[config.mk]
export PLATFORM = sky130hd
export DESIGN_NAME = sample_fetch_flat
export DESIGN_NICKNAME = d
export VERILOG_FILES = /design/src/rtl/sample_fetch_if.sv /design/src/rtl/sample_fetch.sv /design/src/flat_wrapper.sv
export SDC_FILE = /design/constraint.sdc
export NUM_CORES = 1
export LEC_CHECK = 0
export CAP_MARGIN = 20
export CORE_MARGIN = 4
export CORE_UTILIZATION = 45
export CTS_BUF_LIST = sky130_fd_sc_hd__clkbuf_4 sky130_fd_sc_hd__clkbuf_8
export DETAILED_ROUTE_END_ITERATION = 8
export HOLD_SLACK_MARGIN = 0.06
export PLACE_DENSITY = 0.71
export SYNTH_ARGS = -nofsm -noshare
export SYNTH_HDL_FRONTEND = slang
export SYNTH_SLANG_ARGS = --single-unit
[constraint.sdc]
create_clock -name clk -period 5.5 [get_ports clk]
set_input_delay 0.55 -clock clk [delete_from_list [all_inputs] [get_ports clk]]
set_output_delay 0.55 -clock clk [all_outputs]
set_load 0.03 [all_outputs]
[src/rtl/sample_fetch_if.sv]
// ============================================================================
// Module      : sample_fetch_if
// Description : Sample-memory read bus plus serializer request/delivery bus.
// Revision    : 1.0 - initial release
// ============================================================================
`default_nettype none

interface sample_fetch_if #(
    parameter int DATA_WIDTH = 16,
    parameter int ADDR_WIDTH = 10
);
    logic [ADDR_WIDTH-1:0] mem_addr;
    logic                  mem_rd_en;
    logic [DATA_WIDTH-1:0] mem_rdata;
    logic                  sample_req;
    logic [DATA_WIDTH-1:0] sample_out;
    logic                  sample_valid;
    logic                  underrun;

    // Fetch engine side
    modport master (
        output mem_addr,
        output mem_rd_en,
        input  mem_rdata,
        input  sample_req,
        output sample_out,
        output sample_valid,
        output underrun
    );

    // Memory / serializer side
    modport slave (
        input  mem_addr,
        input  mem_rd_en,
        output mem_rdata,
        output sample_req,
        input  sample_out,
        input  sample_valid,
        input  underrun
    );
endinterface

`default_nettype wire

[src/rtl/sample_fetch.sv]
// ============================================================================
// Module      : sample_fetch
// Description : Looping sample-memory walker with one-sample prefetch,
//               attenuation on delivery and saturating underrun counter.
// Revision    : 1.0 - initial release
// ============================================================================
`default_nettype none

module sample_fetch #(
    parameter int DATA_WIDTH = 16,
    parameter int ADDR_WIDTH = 10
) (
    input  wire logic                  clk,
    input  wire logic                  reset,
    input  wire logic                  enable,
    input  wire logic [ADDR_WIDTH-1:0] start_addr,
    input  wire logic [ADDR_WIDTH-1:0] end_addr,
    input  wire logic [3:0]            atten,
    sample_fetch_if.master             bus,
    output logic      [15:0]           underrun_count,
    output logic                       playing
);

    localparam logic [15:0] c_COUNT_MAX = 16'hFFFF;

    typedef enum logic [1:0] {
        S_IDLE  = 2'd0,
        S_FETCH = 2'd1,
        S_WAIT  = 2'd2,
        S_FULL  = 2'd3
    } state_t;

    state_t r_state;
    state_t w_next_state;

    logic [ADDR_WIDTH-1:0] r_addr;
    logic [ADDR_WIDTH-1:0] r_s;
    logic [ADDR_WIDTH-1:0] r_e;
    logic [DATA_WIDTH-1:0] r_buf;
    logic [DATA_WIDTH-1:0] r_sample_out;
    logic                  r_sample_valid;
    logic                  r_underrun;
    logic [15:0]           r_count;

    logic                  w_latch;
    logic                  w_advance;
    logic                  w_buf_load;
    logic                  w_deliver;
    logic                  w_zero;
    logic                  w_underrun;
    logic [DATA_WIDTH-1:0] w_src;
    logic [DATA_WIDTH-1:0] w_shifted;

    always_ff @(posedge clk) begin
        if (reset) begin
            r_state <= S_IDLE;
        end else begin
            r_state <= w_next_state;
        end
    end

    // A request is honoured under the current state's rules even when
    // enable falls in the same cycle; only the next state is forced to IDLE.
    always_comb begin
        w_next_state = r_state;
        w_latch      = 1'b0;
        w_advance    = 1'b0;
        w_buf_load   = 1'b0;
        w_deliver    = 1'b0;
        w_zero       = 1'b0;
        w_underrun   = 1'b0;
        w_src        = r_buf;
        case (r_state)
            S_IDLE: begin
                if (bus.sample_req) begin
                    w_zero     = 1'b1;
                    w_underrun = enable;
                end
                if (enable) begin
                    w_latch      = 1'b1;
                    w_next_state = S_FETCH;
                end
            end
            S_FETCH: begin
                if (bus.sample_req) begin
                    w_zero     = 1'b1;
                    w_underrun = 1'b1;
                end
                w_next_state = enable ? S_WAIT : S_IDLE;
            end
            S_WAIT: begin
                w_advance = 1'b1;
                w_src     = bus.mem_rdata;
                if (bus.sample_req) begin
                    w_deliver    = 1'b1;
                    w_next_state = enable ? S_FETCH : S_IDLE;
                end else begin
                    w_buf_load   = enable;
                    w_next_state = enable ? S_FULL : S_IDLE;
                end
            end
            S_FULL: begin
                if (bus.sample_req) begin
                    w_deliver    = 1'b1;
                    w_next_state = enable ? S_FETCH : S_IDLE;
                end else if (!enable) begin
                    w_next_state = S_IDLE;
                end
            end
            default: w_next_state = S_IDLE;
        endcase
    end

    assign w_shifted = $signed(w_src) >>> atten;

    always_ff @(posedge clk) begin
        if (reset) begin
            r_addr         <= '0;
            r_s            <= '0;
            r_e            <= '0;
            r_buf          <= '0;
            r_sample_out   <= '0;
            r_sample_valid <= 1'b0;
            r_underrun     <= 1'b0;
            r_count        <= '0;
        end else begin
            r_sample_valid <= w_deliver;
            r_underrun     <= w_underrun;
            if (w_deliver) begin
                r_sample_out <= w_shifted;
            end else if (w_zero) begin
                r_sample_out <= '0;
            end
            if (w_underrun && (r_count != c_COUNT_MAX)) begin
                r_count <= r_count + 16'd1;
            end
            if (w_latch) begin
                r_s    <= start_addr;
                r_e    <= end_addr;
                r_addr <= start_addr;
            end else if (w_advance) begin
                r_addr <= (r_addr == r_e) ? r_s : r_addr + ADDR_WIDTH'(1);
            end
            if (w_buf_load) begin
                r_buf <= bus.mem_rdata;
            end
        end
    end

    assign bus.mem_addr     = r_addr;
    assign bus.mem_rd_en    = (r_state == S_FETCH);
    assign bus.sample_out   = r_sample_out;
    assign bus.sample_valid = r_sample_valid;
    assign bus.underrun     = r_underrun;
    assign underrun_count   = r_count;
    assign playing          = (r_state != S_IDLE);

endmodule

`default_nettype wire

[src/flat_wrapper.sv]
// flat-port wrapper written by rule: the top's interface ports become plain ports
module sample_fetch_flat 
#(
    parameter int DATA_WIDTH = 16,
    parameter int ADDR_WIDTH = 10
)
  (clk, reset, enable, start_addr, end_addr, atten, underrun_count, playing, bus_mem_addr, bus_mem_rd_en, bus_mem_rdata, bus_sample_req, bus_sample_out, bus_sample_valid, bus_underrun);
  sample_fetch_if #(.DATA_WIDTH(DATA_WIDTH), .ADDR_WIDTH(ADDR_WIDTH)) bus_i ();
  input  wire logic clk;
  input  wire logic reset;
  input  wire logic enable;
  input  wire logic [ADDR_WIDTH-1:0] start_addr;
  input  wire logic [ADDR_WIDTH-1:0] end_addr;
  input  wire logic [3:0] atten;
  output logic      [15:0] underrun_count;
  output logic playing;
  output wire logic [$bits(bus_i.mem_addr)-1:0] bus_mem_addr;
  output wire logic [$bits(bus_i.mem_rd_en)-1:0] bus_mem_rd_en;
  input wire logic [$bits(bus_i.mem_rdata)-1:0] bus_mem_rdata;
  input wire logic [$bits(bus_i.sample_req)-1:0] bus_sample_req;
  output wire logic [$bits(bus_i.sample_out)-1:0] bus_sample_out;
  output wire logic [$bits(bus_i.sample_valid)-1:0] bus_sample_valid;
  output wire logic [$bits(bus_i.underrun)-1:0] bus_underrun;
  assign bus_mem_addr = bus_i.mem_addr;
  assign bus_mem_rd_en = bus_i.mem_rd_en;
  assign bus_i.mem_rdata = bus_mem_rdata;
  assign bus_i.sample_req = bus_sample_req;
  assign bus_sample_out = bus_i.sample_out;
  assign bus_sample_valid = bus_i.sample_valid;
  assign bus_underrun = bus_i.underrun;
  sample_fetch #(.DATA_WIDTH(DATA_WIDTH), .ADDR_WIDTH(ADDR_WIDTH)) u_core (.clk(clk), .reset(reset), .enable(enable), .start_addr(start_addr), .end_addr(end_addr), .atten(atten), .bus(bus_i), .underrun_count(underrun_count), .playing(playing));
endmodule
==> flow_summary_export.csv, run 1 <==
group,metric,value,unit
outcome,status,"finished clean",
timing,max_slew.worst_pin.slew,1.02,ns
setup_path,cpPeakStageDelay,0.86,ns
setup_path,r2r_cells,5,
floorplan,start_util,47.0,%
logic_synthesis,synthTopCellsByCount,"99 x nand2_1, 82 x dfxtp_1, 55 x a21oi_1, 36 x nor2_1",
cells_and_area,area_growth,24.9,%
logic_synthesis,synth_area,4410,µm²
global_route,grt_antenna_before_repair,0,
setup_path,worst-path-max-fanout,12,
clocking,clockBufferDepth,2,
floorplan,die_w,107,µm
setup_path,crit_buf_inv,0,
timing,finalHoldViolations,0,
clocking,cts_tree,"done",
setup_path,crit_chain,"nor2b_1 -> mux4_2 -> a221oi_1 -> a211oi_1 -> or2_1",
setup_path,worst-path-stages,5,
power,cellLeakagePower,1.96,nW
global_route,grt_pass1_wl,18900,µm
routing,post-route-drc-count,0,
timing,fmax,0.364,GHz
hold_path,hold_class,"reg2reg",
placement,gp_congestion,0.887,
setup_path,worst_path_max_delay_cell,"nor2b_1",
cells_and_area,num_antenna_cells,0,
logic_synthesis,synth_edf_count,0,
setup_path,crit_path_end_kind,"flip-flop",
timing,setup_violations,0,
logic_synthesis,ys_seq_area_share,37.3,%
global_route,grt_pass1_vias,3730,
global_route,grtUsageTotal,20.6,%
setup_path,path_delay_family,"simple AND/OR/NAND/NOR gates",
cells_and_area,fin_nets,623,
clocking,cts-root-buf,"clkbuf_8",
clocking,clkLatencyLatePin,0.36,ns
cells_and_area,final_layout_size_suffix_gt1_share,7.39,%
clocking,cts_buffers,9,
timing,tns,0,ns
routing,drtIter0Drc,306,
logic_synthesis,synth_nets,553,
clocking,cts.sinks,82,
floorplan,die_area,11400,µm²
clocking,cts_hold_buf,0,
routing,drt_wl_total,11700,µm
timing,maxSlewViolCount,0,
routing,routed_via_density,5.75,
floorplan,fp.coreArea,9370,µm²
logic_synthesis,ys.flop_type,"dfxtp_1",
placement,dpl.hpwl,8390,µm
logic_synthesis,async_flop_share,0,%
global_route,grt_start_max_net_pins,56,
logic_synthesis,synth_top_cell_area_share,37.3,%
setup_path,crit_arrival,3.00,ns
flow_run,maxCapViolations,0,
logic_synthesis,synthTopCellsByArea,"dfxtp_1 37%, nand2_1 8.4%, mux4_2 7.2%",
routing,vias,4087,
logic_synthesis,ys_ff_latch,82,
logic_synthesis,synth_cells,507,
power,power_density,227,nW/µm²
setup_path,required,5.76,ns
timing,post-route-period-util,49.9,%
cells_and_area,fin_util,58.7,%
clocking,cts_htree_levels,3,
clocking,ctsResizeCount,0,
timing,rsz0062_at_grt,"false",
logic_synthesis,synth_top_area_cell,"dfxtp_1",
power,vdd_ir_drop_max,0.128,mV
cells_and_area,nFillCells,849,
routing,wire_per_inst,16.4,µm
setup_path,worstSetupPathType,"reg2reg",
floorplan,io_pins,90,
logic_synthesis,yosys_warnings,0,
placement,port_buffers,89,
placement,dp_cells,694,
clocking,clk_pin_slew_worst_paths,0.08,ns
setup_path,cp-start-kind,"flip-flop",
timing,period_needed,2.75,ns
routing,drt_pass1_iterations,5,
cells_and_area,fin_cells,711,
logic_synthesis,synth.distinct_cells,61,
clocking,cts_setup_buffers,0,
logic_synthesis,synth_most_common_cell,"nand2_1",
logic_synthesis,synth.avg_cell_area,8.69,µm²
floorplan,die_y,107,µm
routing,ant_nets,0,
timing,skew,0.00527,ns
timing,slew_headroom,31.7,%
timing,postLayoutSetupSlackWorst,2.75,ns
global_route,gr-total-overflow,0,
placement,pre_cts_slack,2.52,ns
hold_path,hold_depth,2,
floorplan,rows,35,
==> power by group <==
group	switching, mW	internal (mW)	total, mW
Clock	0.227	0.189	0.416
Sequential	0.0200	0.611	0.631
Combinational	0.108	0.0918	0.200
==> cells in the final DEF, fill, tap and decap left out, drive strengths merged, types with 9 or more instances in the layout <==
cell	instances
nor2	36
o21ai	12
clkdlybuf4s50	88
dfxtp	82
inv	9
a21oi	55
mux2i	19
mux4	19
clkbuf	11
nand3	13
xnor2	12
xor2	11
nand2	99
==> per-layer routing <==
metal / up-vias / track usage, % / routed length, µm
li1: 1978 / - / -
met1: 1953 / 29.2 / 5470
met4: 0 / 5.02 / 126
met2: 148 / 30.8 / 5250
met5: - / 0 / 0
met3: 8 / 6.32 / 821
==> area by class of cell <==
cell class	instances	area [µm²]	area share, %
inverters	9	33.8	0.614
clock buffers	11	151	2.75
flip-flops and latches	82	1640	29.8
clock inverters	5	36.3	0.659
repair buffers	91	908	16.5
multi-input cells	384	2570	46.7
well taps	129	161	2.93
==> worst reg2reg max path: cells and delay by family, from the launching register on <==
kind	cells	cell delay [ns]
flip-flops	1	0.53
AND/OR/NAND/NOR	2	1.10
multiplexers	1	0.63
AO/OA/AOI/OAI	2	0.38
==> per-stage QoR <==
| stage | power, mW | cell area [µm²] | hold slack [ns] |
|---|---|---|---|
| final | 1.25 | 5500 | 0.454 |
| after CTS | 1.25 | 5490 | 0.457 |
| after detailed placement | 0.842 | 5300 | 0.447 |
| after global routing | 1.30 | 5500 | 0.474 |
| after floorplan | 0.765 | 4410 | 0.433 |
| after global placement | 0.839 | 5300 | 0.437 |
==> worst paths after layout <==
check	to	start	slack, ns
setup / recovery	u_core.bus.sample_out[2]	u_core.r_state[1]	2.75
hold / removal	u_core.bus.sample_out[8]	u_core.bus.sample_out[8]	0.45
setup reg to reg	u_core.bus.sample_out[2]	u_core.r_state[1]	2.75
hold reg to reg	u_core.bus.sample_out[8]	u_core.bus.sample_out[8]	0.45
==> flip-flops by register name (all words and copies together), names as in the netlist <==
register,flops
u_core.r_state,2
u_core.r_e,10
u_core.bus.sample_valid,1
u_core.r_s,10
u_core.bus.sample_out,16
u_core.r_buf,16
u_core.bus.mem_addr,10
u_core.bus.underrun,1
u_core.underrun_count,16
==> logic make-up (layout without fill, tap and decap cells) <==
family,count (synthesis),in the layout,share of synthesized area (%)
and+or+nand+nor,196,196,20.4
AOI/OAI and AO/OA,120,120,17.0
DFF,82,82,37.3
muxes,43,43,15.7
buffers and inverters,41,116,4.40
xor gates and xnor gates,23,23,4.57
adders and majority gates,2,2,0.568
(Power assumes the default switching activity.)
==> run 2, diff against run 1 <==
clock period = 2.7 ns   (was 5.5 ns; I/O delays follow)
==> run 2 against run 1 <==
Against the previous run: wire length increased by 2.5%; die area unchanged; non-clock buffer count rose by 16.
==> flow_summary_export.csv, run 2 (synthesis gave the netlist of run 1 again) <==
group,metric,value,unit
outcome,status,"finished clean",
setup_path,cpPeakStageDelay,0.68,ns
routing,wire_per_inst,16.4,µm
setup_path,path_delay_family,"multiplexers",
setup_path,crit_arrival,2.64,ns
floorplan,fp.coreArea,9370,µm²
placement,gp_congestion,0.925,
timing,slew_headroom,61.7,%
hold_path,min-delay-start,"reset",
setup_path,r2r_cells,4,
timing,max_slew.worst_pin.slew,0.569,ns
cells_and_area,fin_nets,639,
timing,rsz0062_at_grt,"false",
clocking,cts.sinks,82,
timing,post-route-period-util,89.1,%
global_route,grt_start_max_net_pins,51,
timing,period_needed,2.41,ns
floorplan,die_w,107,µm
cells_and_area,nFillCells,850,
setup_path,crit_buf_inv,0,
setup_path,worstSetupPathType,"reg2reg",
routing,drt_pass1_iterations,5,
placement,dpl.hpwl,8830,µm
floorplan,rows,35,
cells_and_area,finish.instance_area,5640,µm²
routing,routed_via_density,5.72,
setup_path,r2r_setup_slack,0.29,ns
global_route,grt_antenna_before_repair,0,
setup_path,worst-path-max-fanout,20,
setup_path,worst_path_max_delay_cell,"mux4_1",
timing,skew,0.00983,ns
placement,pre_cts_slack,0.248,ns
hold_path,hold_depth,2,
clocking,cts_tree,"done",
timing,tns,0,ns
cells_and_area,mostFrequentLayoutCells,"99 x nand2_1, 88 x clkdlybuf4s50_1, 82 x dfxtp_1",
cells_and_area,mostFrequentLayoutCell,"nand2_1",
placement,dpl-instance-area,5430,µm²
hold_path,hold_class,"in2reg",
cells_and_area,final_layout_size_suffix_gt1_share,9.87,%
timing,fmax,0.416,GHz
floorplan,io_pins,90,
timing,setup_violations,0,
routing,vias,4155,
global_route,grt_pass1_wl,19800,µm
setup_path,crit_chain,"nand2b_4 -> mux4_1 -> mux4_2 -> a221o_1",
routing,ant_nets,0,
clocking,cts_htree_levels,3,
timing,postLayoutSetupSlackWorst,0.295,ns
floorplan,die_y,107,µm
clocking,ctsResizeCount,0,
timing,finalHoldViolations,0,
hold_path,min_to,"u_core.r_buf[15]",
power,vdd_ir_drop_max,0.331,mV
flow_run,maxCapViolations,0,
power,power_density,467,nW/µm²
global_route,grtUsageTotal,21.2,%
floorplan,die_area,11400,µm²
routing,drt_wl_total,12000,µm
placement,port_buffers,89,
timing,timing.hold.ws,0.279,ns
clocking,clk_pin_slew_worst_paths,0.09,ns
setup_path,timing.rr.end,"u_core.bus.sample_out[0]",
cells_and_area,area_growth,27.9,%
setup_path,cp-start-kind,"flip-flop",
routing,post-route-drc-count,0,
global_route,gr-total-overflow,0,
clocking,clkLatencyLatePin,0.35,ns
clocking,cts_setup_buffers,0,
cells_and_area,num_antenna_cells,0,
floorplan,start_util,47.0,%
clocking,cts_buffers,9,
routing,drtIter0Drc,279,
setup_path,required,2.94,ns
power,cellLeakagePower,2.04,nW
timing,maxSlewViolCount,0,
cells_and_area,fin_util,60.1,%
clocking,cts_hold_buf,0,
global_route,grt_pass1_vias,3970,
setup_path,crit_path_end_kind,"flip-flop",
setup_path,worstReg2RegStart,"u_core.r_state[1]",
clocking,cts-root-buf,"clkbuf_8",
clocking,clockBufferDepth,2,
[run 2: cell types whose count changed in the layout (fill, tap and decap cells not counted), sizes merged]
cell	delta
clkinvlp	-1
bufinv	+1
buf	+16
[run 2: cell type report]
type                    instances  area, µm²  share of cell area, %
multi-input cells             384       2570                   45.6
flip-flops and latches         82       1640                   29.1
repair buffers                107       1020                   18.1
well taps                     129        161                   2.86
clock buffers                  11        145                   2.58
clock inverters                 5       62.6                   1.11
inverters                       9       33.8                  0.599
[run 2: stage by stage]
step	total power, mW	instances
finish	2.63	727
global route	2.74	727
CTS	2.65	727
detailed placement	1.73	711
global placement	1.73	711
floorplan	1.56	507
[run 2: routing by layer]
metal  vias to the layer above  track usage (%)  share of wire, %  wire [µm]
met3                        18             5.18               7.3        873
met2                       169             32.5                45       5380
met1                      1950             30.2                46       5530
li1                       2018                -                 -          -
met5                         -                0                 0          0
met4                         0             5.39               1.4        171
[run 2: power breakdown]
part | internal, mW | switching (mW) | total (mW) | leakage [nW]
registers | 1.25 | 0.0371 | 1.28 | 0.666
clock network | 0.468 | 0.451 | 0.920 | 0.0996
logic | 0.198 | 0.230 | 0.428 | 1.28
[run 2: worst max-delay path by stage]
stage,start,slack (ns),end,depth (start not counted)
5_1_grt,u_core.r_state[1],0.17,u_core.bus.sample_out[0],4
3_5_place_dp,atten[1],0.25,u_core.bus.sample_out[0],4
4_1_cts,u_core.r_state[1],0.30,u_core.bus.sample_out[0],4
2_1_floorplan,u_core.bus.mem_addr[5],0.58,u_core.bus.mem_addr[6],6
3_3_place_gp,atten[1],0.29,u_core.bus.sample_out[0],4
6_report,u_core.r_state[1],0.29,u_core.bus.sample_out[0],4
